===== src/rtl/multi_channel_clk_gen_if.sv =====
// -----------------------------------------------------------------------------
// multi_channel_clk_gen_if
// Configuration bus for multi_channel_clk_gen.
//   cfg_wr     write strobe, one inclk cycle per write
//   cfg_ch     channel addressed by the write
//   cfg_addr   0 = DIV (period), 1 = HIGH (high cycles), 2 = PHASE, 3 = reserved
//   cfg_wdata  value written into the addressed shadow register
// Modports: master drives the bus (host / testbench), slave receives it (generator).
// -----------------------------------------------------------------------------
interface multi_channel_clk_gen_if #(
  parameter int NUM_CH = 4,
  parameter int CNT_W  = 32
) ();
  localparam int CH_W = (NUM_CH > 1) ? $clog2(NUM_CH) : 1;

  logic             cfg_wr;
  logic [CH_W-1:0]  cfg_ch;
  logic [1:0]       cfg_addr;
  logic [CNT_W-1:0] cfg_wdata;

  modport master (
    output cfg_wr,
    output cfg_ch,
    output cfg_addr,
    output cfg_wdata
  );

  modport slave (
    input cfg_wr,
    input cfg_ch,
    input cfg_addr,
    input cfg_wdata
  );
endinterface


===== src/rtl/multi_channel_clk_gen.sv =====
// -----------------------------------------------------------------------------
// multi_channel_clk_gen
// NUM_CH independent programmable clock generators running from inclk. Each
// channel has a programmable period (DIV), high time (HIGH) and sync phase
// (PHASE). Settings are written into shadow registers and copied into the
// active registers only at a period boundary, on sync, or while the channel is
// idle, so a running waveform never glitches.
//
// Ports
//   inclk       source clock, everything on its rising edge
//   Reset       asynchronous, active-low reset
//   ch_en       per-channel run enable (level)
//   sync        one-cycle pulse, re-phases every enabled channel to its PHASE
//   cfg         configuration bus (multi_channel_clk_gen_if.slave)
//   outclk      generated clocks, registered
//   outclk_Not  complement of outclk
//   tick        one-cycle strobe on the cycle each outclk rises
// -----------------------------------------------------------------------------
module multi_channel_clk_gen #(
  parameter int NUM_CH      = 4,
  parameter int CNT_W       = 32,
  parameter int DEFAULT_DIV = 2
) (
  input  logic                     inclk,
  input  logic                     Reset,
  input  logic [NUM_CH-1:0]        ch_en,
  input  logic                     sync,
  multi_channel_clk_gen_if.slave   cfg,
  output logic [NUM_CH-1:0]        outclk,
  output logic [NUM_CH-1:0]        outclk_Not,
  output logic [NUM_CH-1:0]        tick
);

  localparam int CH_W = (NUM_CH > 1) ? $clog2(NUM_CH) : 1;

  localparam logic [1:0] ADDR_DIV   = 2'd0;
  localparam logic [1:0] ADDR_HIGH  = 2'd1;
  localparam logic [1:0] ADDR_PHASE = 2'd2;

  localparam logic [CNT_W-1:0] RST_DIV  = CNT_W'(DEFAULT_DIV);
  localparam logic [CNT_W-1:0] RST_HIGH = CNT_W'(DEFAULT_DIV / 2);

  // ---------------------------------------------------------------------------
  // Clamping helpers; shadow registers keep the raw written value and these
  // are applied whenever a value is taken into use.
  // ---------------------------------------------------------------------------
  function automatic logic [CNT_W-1:0] clamp_div(input logic [CNT_W-1:0] d);
    return (d < CNT_W'(2)) ? CNT_W'(2) : d;
  endfunction

  function automatic logic [CNT_W-1:0] clamp_high(input logic [CNT_W-1:0] h,
                                                  input logic [CNT_W-1:0] div_c);
    logic [CNT_W-1:0] h1;
    h1 = (h < CNT_W'(1)) ? CNT_W'(1) : h;
    return (h1 > div_c - CNT_W'(1)) ? div_c - CNT_W'(1) : h1;
  endfunction

  function automatic logic [CNT_W-1:0] clamp_phase(input logic [CNT_W-1:0] p,
                                                   input logic [CNT_W-1:0] div_c);
    return (p > div_c - CNT_W'(1)) ? div_c - CNT_W'(1) : p;
  endfunction

  // ---------------------------------------------------------------------------
  // State
  // ---------------------------------------------------------------------------
  logic [CNT_W-1:0] div_s_q   [NUM_CH];
  logic [CNT_W-1:0] div_s_d   [NUM_CH];
  logic [CNT_W-1:0] high_s_q  [NUM_CH];
  logic [CNT_W-1:0] high_s_d  [NUM_CH];
  logic [CNT_W-1:0] phase_s_q [NUM_CH];
  logic [CNT_W-1:0] phase_s_d [NUM_CH];
  logic [CNT_W-1:0] div_a_q   [NUM_CH];
  logic [CNT_W-1:0] div_a_d   [NUM_CH];
  logic [CNT_W-1:0] high_a_q  [NUM_CH];
  logic [CNT_W-1:0] high_a_d  [NUM_CH];
  logic [CNT_W-1:0] cnt_q     [NUM_CH];
  logic [CNT_W-1:0] cnt_d     [NUM_CH];

  // Clamped view of the shadow registers as they stand before this edge.
  logic [CNT_W-1:0] div_c     [NUM_CH];
  logic [CNT_W-1:0] high_c    [NUM_CH];
  logic [CNT_W-1:0] phase_c   [NUM_CH];

  logic [NUM_CH-1:0] outclk_q, outclk_d;
  logic [NUM_CH-1:0] tick_q,   tick_d;
  // Set once a channel has spent an edge in run; clear means the next run
  // edge is the first one after idle or reset.
  logic [NUM_CH-1:0] run_q,    run_d;

  // ---------------------------------------------------------------------------
  // Shadow register writes
  // ---------------------------------------------------------------------------
  always_comb begin
    for (int i = 0; i < NUM_CH; i++) begin
      div_s_d[i]   = div_s_q[i];
      high_s_d[i]  = high_s_q[i];
      phase_s_d[i] = phase_s_q[i];
      // Addresses beyond NUM_CH-1 never match any i, so they are dropped.
      if (cfg.cfg_wr && (cfg.cfg_ch == CH_W'(i))) begin
        case (cfg.cfg_addr)
          ADDR_DIV:   div_s_d[i]   = cfg.cfg_wdata;
          ADDR_HIGH:  high_s_d[i]  = cfg.cfg_wdata;
          ADDR_PHASE: phase_s_d[i] = cfg.cfg_wdata;
          default:    ;
        endcase
      end
    end
  end

  always_comb begin
    for (int i = 0; i < NUM_CH; i++) begin
      div_c[i]   = clamp_div(div_s_q[i]);
      high_c[i]  = clamp_high(high_s_q[i], div_c[i]);
      phase_c[i] = clamp_phase(phase_s_q[i], div_c[i]);
    end
  end

  // ---------------------------------------------------------------------------
  // Per-channel counter and waveform
  // ---------------------------------------------------------------------------
  always_comb begin
    for (int i = 0; i < NUM_CH; i++) begin
      div_a_d[i]  = div_a_q[i];
      high_a_d[i] = high_a_q[i];
      cnt_d[i]    = cnt_q[i];
      run_d[i]    = ch_en[i];

      if (!ch_en[i]) begin
        // Idle: keep the active copy tracking the shadow so an enable starts
        // straight away with the latest settings.
        cnt_d[i]    = '0;
        div_a_d[i]  = div_c[i];
        high_a_d[i] = high_c[i];
      end else if (sync) begin
        // sync wins over a wrap landing on the same edge.
        cnt_d[i]    = phase_c[i];
        div_a_d[i]  = div_c[i];
        high_a_d[i] = high_c[i];
      end else if (!run_q[i]) begin
        // First run edge: start the period at cnt=0 so outclk rises at once,
        // independent of the period length.
        cnt_d[i] = '0;
      end else if (cnt_q[i] >= div_a_q[i] - CNT_W'(1)) begin
        cnt_d[i]    = '0;
        div_a_d[i]  = div_c[i];
        high_a_d[i] = high_c[i];
      end else begin
        cnt_d[i] = cnt_q[i] + CNT_W'(1);
      end

      if (ch_en[i]) begin
        outclk_d[i] = (cnt_d[i] < high_a_d[i]);
        tick_d[i]   = (cnt_d[i] == '0);
      end else begin
        outclk_d[i] = 1'b0;
        tick_d[i]   = 1'b0;
      end
    end
  end

  // ---------------------------------------------------------------------------
  // Registers
  // ---------------------------------------------------------------------------
  always_ff @(posedge inclk or negedge Reset) begin
    if (!Reset) begin
      for (int i = 0; i < NUM_CH; i++) begin
        div_s_q[i]   <= RST_DIV;
        high_s_q[i]  <= RST_HIGH;
        phase_s_q[i] <= '0;
        div_a_q[i]   <= RST_DIV;
        high_a_q[i]  <= RST_HIGH;
        cnt_q[i]     <= '0;
      end
      outclk_q <= '0;
      tick_q   <= '0;
      run_q    <= '0;
    end else begin
      for (int i = 0; i < NUM_CH; i++) begin
        div_s_q[i]   <= div_s_d[i];
        high_s_q[i]  <= high_s_d[i];
        phase_s_q[i] <= phase_s_d[i];
        div_a_q[i]   <= div_a_d[i];
        high_a_q[i]  <= high_a_d[i];
        cnt_q[i]     <= cnt_d[i];
      end
      outclk_q <= outclk_d;
      tick_q   <= tick_d;
      run_q    <= run_d;
    end
  end

  assign outclk     = outclk_q;
  assign outclk_Not = ~outclk_q;
  assign tick       = tick_q;

endmodule


===== src/flat_wrapper.sv =====
// flat-port wrapper written by rule: the top's interface ports become plain ports
module multi_channel_clk_gen_flat 
#(
  parameter int NUM_CH      = 4,
  parameter int CNT_W       = 32,
  parameter int DEFAULT_DIV = 2
)
  (inclk, Reset, ch_en, sync, outclk, outclk_Not, tick, cfg_cfg_wr, cfg_cfg_ch, cfg_cfg_addr, cfg_cfg_wdata);
  multi_channel_clk_gen_if #(.NUM_CH(NUM_CH), .CNT_W(CNT_W)) cfg_i ();
  input  logic inclk;
  input  logic Reset;
  input  logic [NUM_CH-1:0] ch_en;
  input  logic sync;
  output logic [NUM_CH-1:0] outclk;
  output logic [NUM_CH-1:0] outclk_Not;
  output logic [NUM_CH-1:0] tick;
  input wire logic [$bits(cfg_i.cfg_wr)-1:0] cfg_cfg_wr;
  input wire logic [$bits(cfg_i.cfg_ch)-1:0] cfg_cfg_ch;
  input wire logic [$bits(cfg_i.cfg_addr)-1:0] cfg_cfg_addr;
  input wire logic [$bits(cfg_i.cfg_wdata)-1:0] cfg_cfg_wdata;
  assign cfg_i.cfg_wr = cfg_cfg_wr;
  assign cfg_i.cfg_ch = cfg_cfg_ch;
  assign cfg_i.cfg_addr = cfg_cfg_addr;
  assign cfg_i.cfg_wdata = cfg_cfg_wdata;
  multi_channel_clk_gen #(.NUM_CH(NUM_CH), .CNT_W(CNT_W), .DEFAULT_DIV(DEFAULT_DIV)) u_core (.inclk(inclk), .Reset(Reset), .ch_en(ch_en), .sync(sync), .cfg(cfg_i), .outclk(outclk), .outclk_Not(outclk_Not), .tick(tick));
endmodule

===== config.mk =====
export PLATFORM = sky130hd
export DESIGN_NAME = multi_channel_clk_gen_flat
export DESIGN_NICKNAME = d
export VERILOG_FILES = /design/src/rtl/multi_channel_clk_gen_if.sv /design/src/rtl/multi_channel_clk_gen.sv /design/src/flat_wrapper.sv
export SDC_FILE = /design/constraint.sdc
export NUM_CORES = 2
export LEC_CHECK = 0
export BUFFER_PORTS_ARGS = -buffer_cell sky130_fd_sc_hd__clkbuf_2
export CORE_ASPECT_RATIO = 0.5
export CORE_UTILIZATION = 55
export CTS_BUF_LIST = sky130_fd_sc_hd__clkbuf_8
export DETAILED_ROUTE_END_ITERATION = 6
export PLACE_DENSITY = 0.77
export SLEW_MARGIN = 5
export SYNTH_ARGS = -nofsm -noshare
export SYNTH_HDL_FRONTEND = slang
export SYNTH_SLANG_ARGS = --single-unit
export TNS_END_PERCENT = 100

===== constraint.sdc =====
create_clock -name inclk -period 11.22 [get_ports inclk]
set_input_delay 1.683 -clock inclk [delete_from_list [all_inputs] [get_ports inclk]]
set_output_delay 1.683 -clock inclk [all_outputs]
set_load 0.05 [all_outputs]

# ---- Yosys cells after proc, flatten, opt, wreduce, memory -nomap -nowiden
# Index checks and enable logic that the tools add are counted.
# W data, S select, Z words.
dict set report totals {
  in_bits 44
  elab_cells 175
  register_bits 780
  output_inout_bits 12
}
dict set report op_classes {
  order_cmp 24
  bitwise 1
  mux 72
  reduce_logical 26
  n_eq_ne 13
  n_addsub 12
}
# op count
set op_table {}
lappend op_table {{$mux W32} 64}
lappend op_table {{$gt A32 B32 Y1} 8}
lappend op_table {{$sub A32 B1 Y32 const B} 8}
lappend op_table {{$add A32 B1 Y32 const B} 4}
lappend op_table {{$ge A32 B32 Y1} 4}
lappend op_table {{$logic_not A32 Y1} 4}
lappend op_table {{$lt A32 B1 Y1 const B} 4}
lappend op_table {{$lt A32 B2 Y1 const B} 4}
lappend op_table {{$lt A32 B32 Y1} 4}
lappend op_table {{$reduce_and A2 Y1} 16}
lappend op_table {{$ne A3 B1 Y1 const B} 8}
lappend op_table {{$mux W1} 8}
lappend op_table {{$eq A2 B2 Y1 const B} 3}
lappend op_table {{$eq A2 B1 Y1 const B} 2}
lappend op_table {{$logic_and A1 B1 Y1} 4}
lappend op_table {{$logic_not A2 Y1} 2}
lappend op_table {{$not A4 Y4} 1}

# ---- Logic depth before layout (Yosys ltp)
dict set report depth {
  ltp_word 11
  depth_mapped 39
  depth_no_buf 35
}

# ---- Least setup slack after synthesis
# No wires, ideal clock.
dict set report synth_path {
  kind {flip-flop to flip-flop}
  start {register u_core.div_s_q[104] in the netlist's numbering}
  end {register u_core.outclk_q[0], in the netlist u_core.outclk[0]}
  synth_period_minus_slack_ns 7.870
  stages_incl_launch_ff 37
  n_path_buf 4
  setup_ns 0.154
  path_slack_ns 3.350
  arrival_ns 7.716
  required_ns 11.066
  path_cell_list {dfrtp_1 > or4_4 > or4_1 > buf_2 > nor2_1 > nand3_1 > nand2_1 > ha_1 > nand2b_1 > nand2b_1 > clkbuf_1 > nor3_1 > nand2_1 > nor4_1 > xor2_1 > inv_1 > ha_1 > nand4_1 > nor4_1 > nand2_1 > a31oi_1 > o221ai_2 > a21oi_2 > buf_1 > clkbuf_1 > nand2_1 > o21ai_0 > o22ai_1 > and2_1 > ha_1 > and4_1 > nand3_1 > or4_1 > a2111oi_0 > a21oi_1 > o221ai_1 > a41oi_1}
}
# item line_no
set synth_rtl {}
lappend synth_rtl {{from (decl)} multi_channel_clk_gen.sv:66} ;# logic [CNT_W-1:0] div_s_q [NUM_CH];
lappend synth_rtl {{from (signal, indexed assignment)} multi_channel_clk_gen.sv:179} ;# div_s_q[i] <= div_s_d[i];
lappend synth_rtl {{to (signal assigned)} multi_channel_clk_gen.sv:186} ;# outclk_q <= outclk_d;
lappend synth_rtl {{to (decl)} multi_channel_clk_gen.sv:84} ;# logic [NUM_CH-1:0] outclk_q, outclk_d;

==> run_results.csv <==
group,metric,value,unit
worst_setup_path,path_max_fanout,43,
clock_tree,clock-sinks,780,
min_path,hold_path.class,"reg -> reg",
route,routed_wl,159600,microns
cells_and_area,fillerInstances,7699,
route,detail_routed_via_count_per_cell,6.472,
clock_tree,cts.hold.buffers_added,0,
timing,maxClockFrequency,104.2,MHz
cells_and_area,layoutNonFillerInstCount,6414,
timing,tightest_slew,1.219,ns
clock_tree,path_clk_slew,0.08,ns
placement,gp_congestion,0.9989,
cells_and_area,layout-drive-gt1-share,17.79,%
worst_setup_path,start_kind,"flop",
clock_tree,cts_made_buffers,116,
synthesis,synth-seq-cells,780,
timing,timing.setup.tns,0,ns
die,num_rows,79,
route,drt.antenna.violating_nets,0,
die,design.die.area,95330,sq um
power,power.density_cell_area,224.6,nW/um^2
route,drt_pass1_iterations,6,
cells_and_area,fin_nets,5601,
timing,final-setup-viol-count,0,
synthesis,ys.flop_type,"sky130_fd_sc_hd__dfrtp_1",
synthesis,synth_seq_area_share,37.78,%
synthesis,postSynthAreaPerCell,10.04,sq um
cells_and_area,seq_area,19540,sq um
die,initial_core_util,55.60,%
clock_tree,tritoncts_clock_tree,"yes",
worst_setup_path,worst_ep_required_time,11.98,ns
timing,finalCriticalPeriod,9.598,ns
clock_tree,cts-resized-gates,0,
placement,dp.cells,6186,
global_routing,via_count_of_the_first_global_routing_pass,40579,
global_routing,grt_first_pass_wirelength,243700,microns
clock_tree,clock_tree.root_cell,"sky130_fd_sc_hd__clkbuf_8",
worst_setup_path,critical_path_class,"reg -> reg",
global_routing,grt_max_degree,170,
global_routing,overflow,0,
route,post_dr_wirelength_cell,24.89,microns
cells_and_area,final_common_cell,"sky130_fd_sc_hd__dfrtp_1",
synthesis,synth_async_sr_flop_share,100.0,%
power,p_leak,25.32,nW
timing,unrepaired_setup_endpoints_after_global_routing,"no",
route,vias,41511,
worst_setup_path,rrSetupSlack,1.62,ns
run_status,run_status,"finished, final reports clean",
route,post-route-drc-count,0,
timing,clock-skew-final,0.02917,ns
timing,timing.final.max_slew_violations,0,
timing,final.setup.worst_slack,1.622,ns
clock_tree,worst_skew_pair.late_latency,0.84,ns
die,placeableCoreArea,93010,sq um
clock_tree,htreeDepth,3,
synthesis,netlist_instances,5153,
synthesis,synthesis.area,51710,sq um
worst_setup_path,critical-path-slowest-cell,"sky130_fd_sc_hd__nor4_1",
global_routing,global_route_usage_over_all_layers,33.20,%
timing,relSlewSlack,17.67,%
placement,io_buffers,55,
job,maxCapViolations,0,
global_routing,grt_antenna_before_repair,15,
die,die_h,218.8,microns
timing,finalHoldViolCount,0,
worst_setup_path,timing.critical_path.to_type,"flop",
power,ir_drop,0.1142,mV
cells_and_area,multi_input_comb_area,30370,sq um
synthesis,synth-edff-count,0,
route,initialDrtViolationCount,3908,
synthesis,synthesis.nets,5705,
worst_setup_path,crit_path_frequent_cell,"sky130_fd_sc_hd__a21o_1",
placement,pre_cts_ws,2.000,ns
synthesis,post_synth_num_cell_types,87,
die,pin_count,56,
synthesis,synth.yosys.warnings,0,
die,horizontal_extent_of_the_die,435.6,microns
clock_tree,maximum_clock_path_buffer_count,3,
worst_setup_path,crit_path_dat,10.35,ns
clock_tree,post_cts.repair.setup_buffers,0,
placement,place_hpwl,119600,microns
cells_and_area,area_delta_synth_final,7.612,%
cells_and_area,layout_common_cells,"sky130_fd_sc_hd__dfrtp_1 (764), sky130_fd_sc_hd__mux2_2 (535), sky130_fd_sc_hd__ha_1 (508)",
timing,finalCritPeriodShare,85.54,%
worst_setup_path,timing.critical_path.slowest_cell_delay,0.67,ns
==> cells in the mapped netlist, types with 30 or more instances <==
master                     instances  area share, %
sky130_fd_sc_hd__a211oi_1         41           0.60
sky130_fd_sc_hd__dfrtp_1         764             37
sky130_fd_sc_hd__nor4_1          117            1.4
sky130_fd_sc_hd__o21ai_0         181            1.8
sky130_fd_sc_hd__nand3_1         117            1.1
sky130_fd_sc_hd__xnor2_1         190            3.2
sky130_fd_sc_hd__or4_1            30           0.44
sky130_fd_sc_hd__ha_1            508             12
sky130_fd_sc_hd__mux2_2          535             12
sky130_fd_sc_hd__nand4_1         143            1.7
sky130_fd_sc_hd__inv_1           190            1.4
sky130_fd_sc_hd__and4_1           34           0.58
sky130_fd_sc_hd__nor3_1          112            1.1
sky130_fd_sc_hd__nor2_1          293            2.1
sky130_fd_sc_hd__a21oi_1         217            2.1
sky130_fd_sc_hd__nor2b_1          38           0.46
sky130_fd_sc_hd__nand2_1         293            2.1
sky130_fd_sc_hd__a21o_1          146            2.1
sky130_fd_sc_hd__xor2_1          156            2.6
sky130_fd_sc_hd__nand2b_1         35           0.42
sky130_fd_sc_hd__or3_1            42           0.51
sky130_fd_sc_hd__o21a_1           72            1.0
sky130_fd_sc_hd__mux2i_1         132            2.6
sky130_fd_sc_hd__and3_1           44           0.53
sky130_fd_sc_hd__o22ai_1          59           0.71
sky130_fd_sc_hd__clkbuf_1        297            2.2
sky130_fd_sc_hd__and2_1           30           0.36
==> cell type report <==
class | count | share of cell area (%)
clock inverter | 69 | 1.203
timing repair buffer | 108 | 1.273
antenna | 10 | 0.04497
clock buffer | 149 | 3.685
tap | 1255 | 2.822
sequential | 780 | 35.11
inverter | 191 | 1.288
multi-input combinational | 3852 | 54.57
==> logic make-up after synthesis <==
| group | Yosys count | synth area share, % |
|---|---|---|
| adder cells (fa/ha/maj) | 510 | 12.33 |
| flip-flops | 780 | 37.78 |
| multiplexers | 667 | 14.21 |
| AO/OA/AOI/OAI | 933 | 11.83 |
| buffers and inverters | 521 | 3.821 |
| XOR/XNOR | 352 | 6.122 |
| AND/OR/NAND/NOR | 1390 | 13.91 |
==> metal layers <==
layer  global-route usage [%]  share of wire (%)
met5                        0              0.046
met4                    13.63                4.2
met3                    7.209                9.1
met2                    50.24                 43
met1                    46.24                 43
==> final timing paths <==
kind                                  endpoint           startpoint  cells past startpoint
setup / recovery              u_core.outclk[3]   u_core.div_s_q[12]                     34
hold / removal             u_core.high_a_q[21]  u_core.high_a_q[21]                      1
setup reg to reg              u_core.outclk[3]   u_core.div_s_q[12]                     34
hold reg to reg            u_core.high_a_q[21]  u_core.high_a_q[21]                      1
max in group asynchronous   u_core.div_a_q[51]                Reset                      3
min in group asynchronous   u_core.div_a_q[71]                Reset                      1
==> flip-flops by register name, summed over array words and instances, names as in the netlist <==
| name | count |
|---|---|
| u_core.div_s_q | 128 |
| u_core.high_a_q | 128 |
| u_core.run_q | 4 |
| u_core.high_s_q | 128 |
| u_core.cnt_q | 128 |
| u_core.phase_s_q | 128 |
| u_core.outclk | 4 |
| u_core.tick | 4 |
| u_core.div_a_q | 128 |
==> critical path, delay by kind of cell (launching register included) <==
family                   cells  cell delay, ns
XOR/XNOR                     1            0.26
buffers and inverters        2            0.43
AND/OR/NAND/NOR             14            4.67
flip-flops                   1            0.44
AO/OA/AOI/OAI               14            2.74
adder cells (fa/ha/maj)      3            0.95
==> through the flow <==
stage               area, sq um  hold slack [ns]  power (mW)  util, %
floorplan                 51710           0.4441       7.962        -
global placement          52900           0.4595       9.390    56.88
detailed placement        52900           0.4656       9.614    56.88
CTS                       55620           0.4799       12.39    59.80
global route              55630           0.4918       13.25    59.81
finish                    55650           0.4799       12.50    59.83
==> power by group <==
part	switching, mW	total (mW)	internal, mW
combinational	2.97	5.21	2.24
clock	1.26	2.76	1.50
sequential	0.927	4.52	3.60
total	5.16	12.5	7.34
No activity file was read; power rests on OpenSTA's default activity.
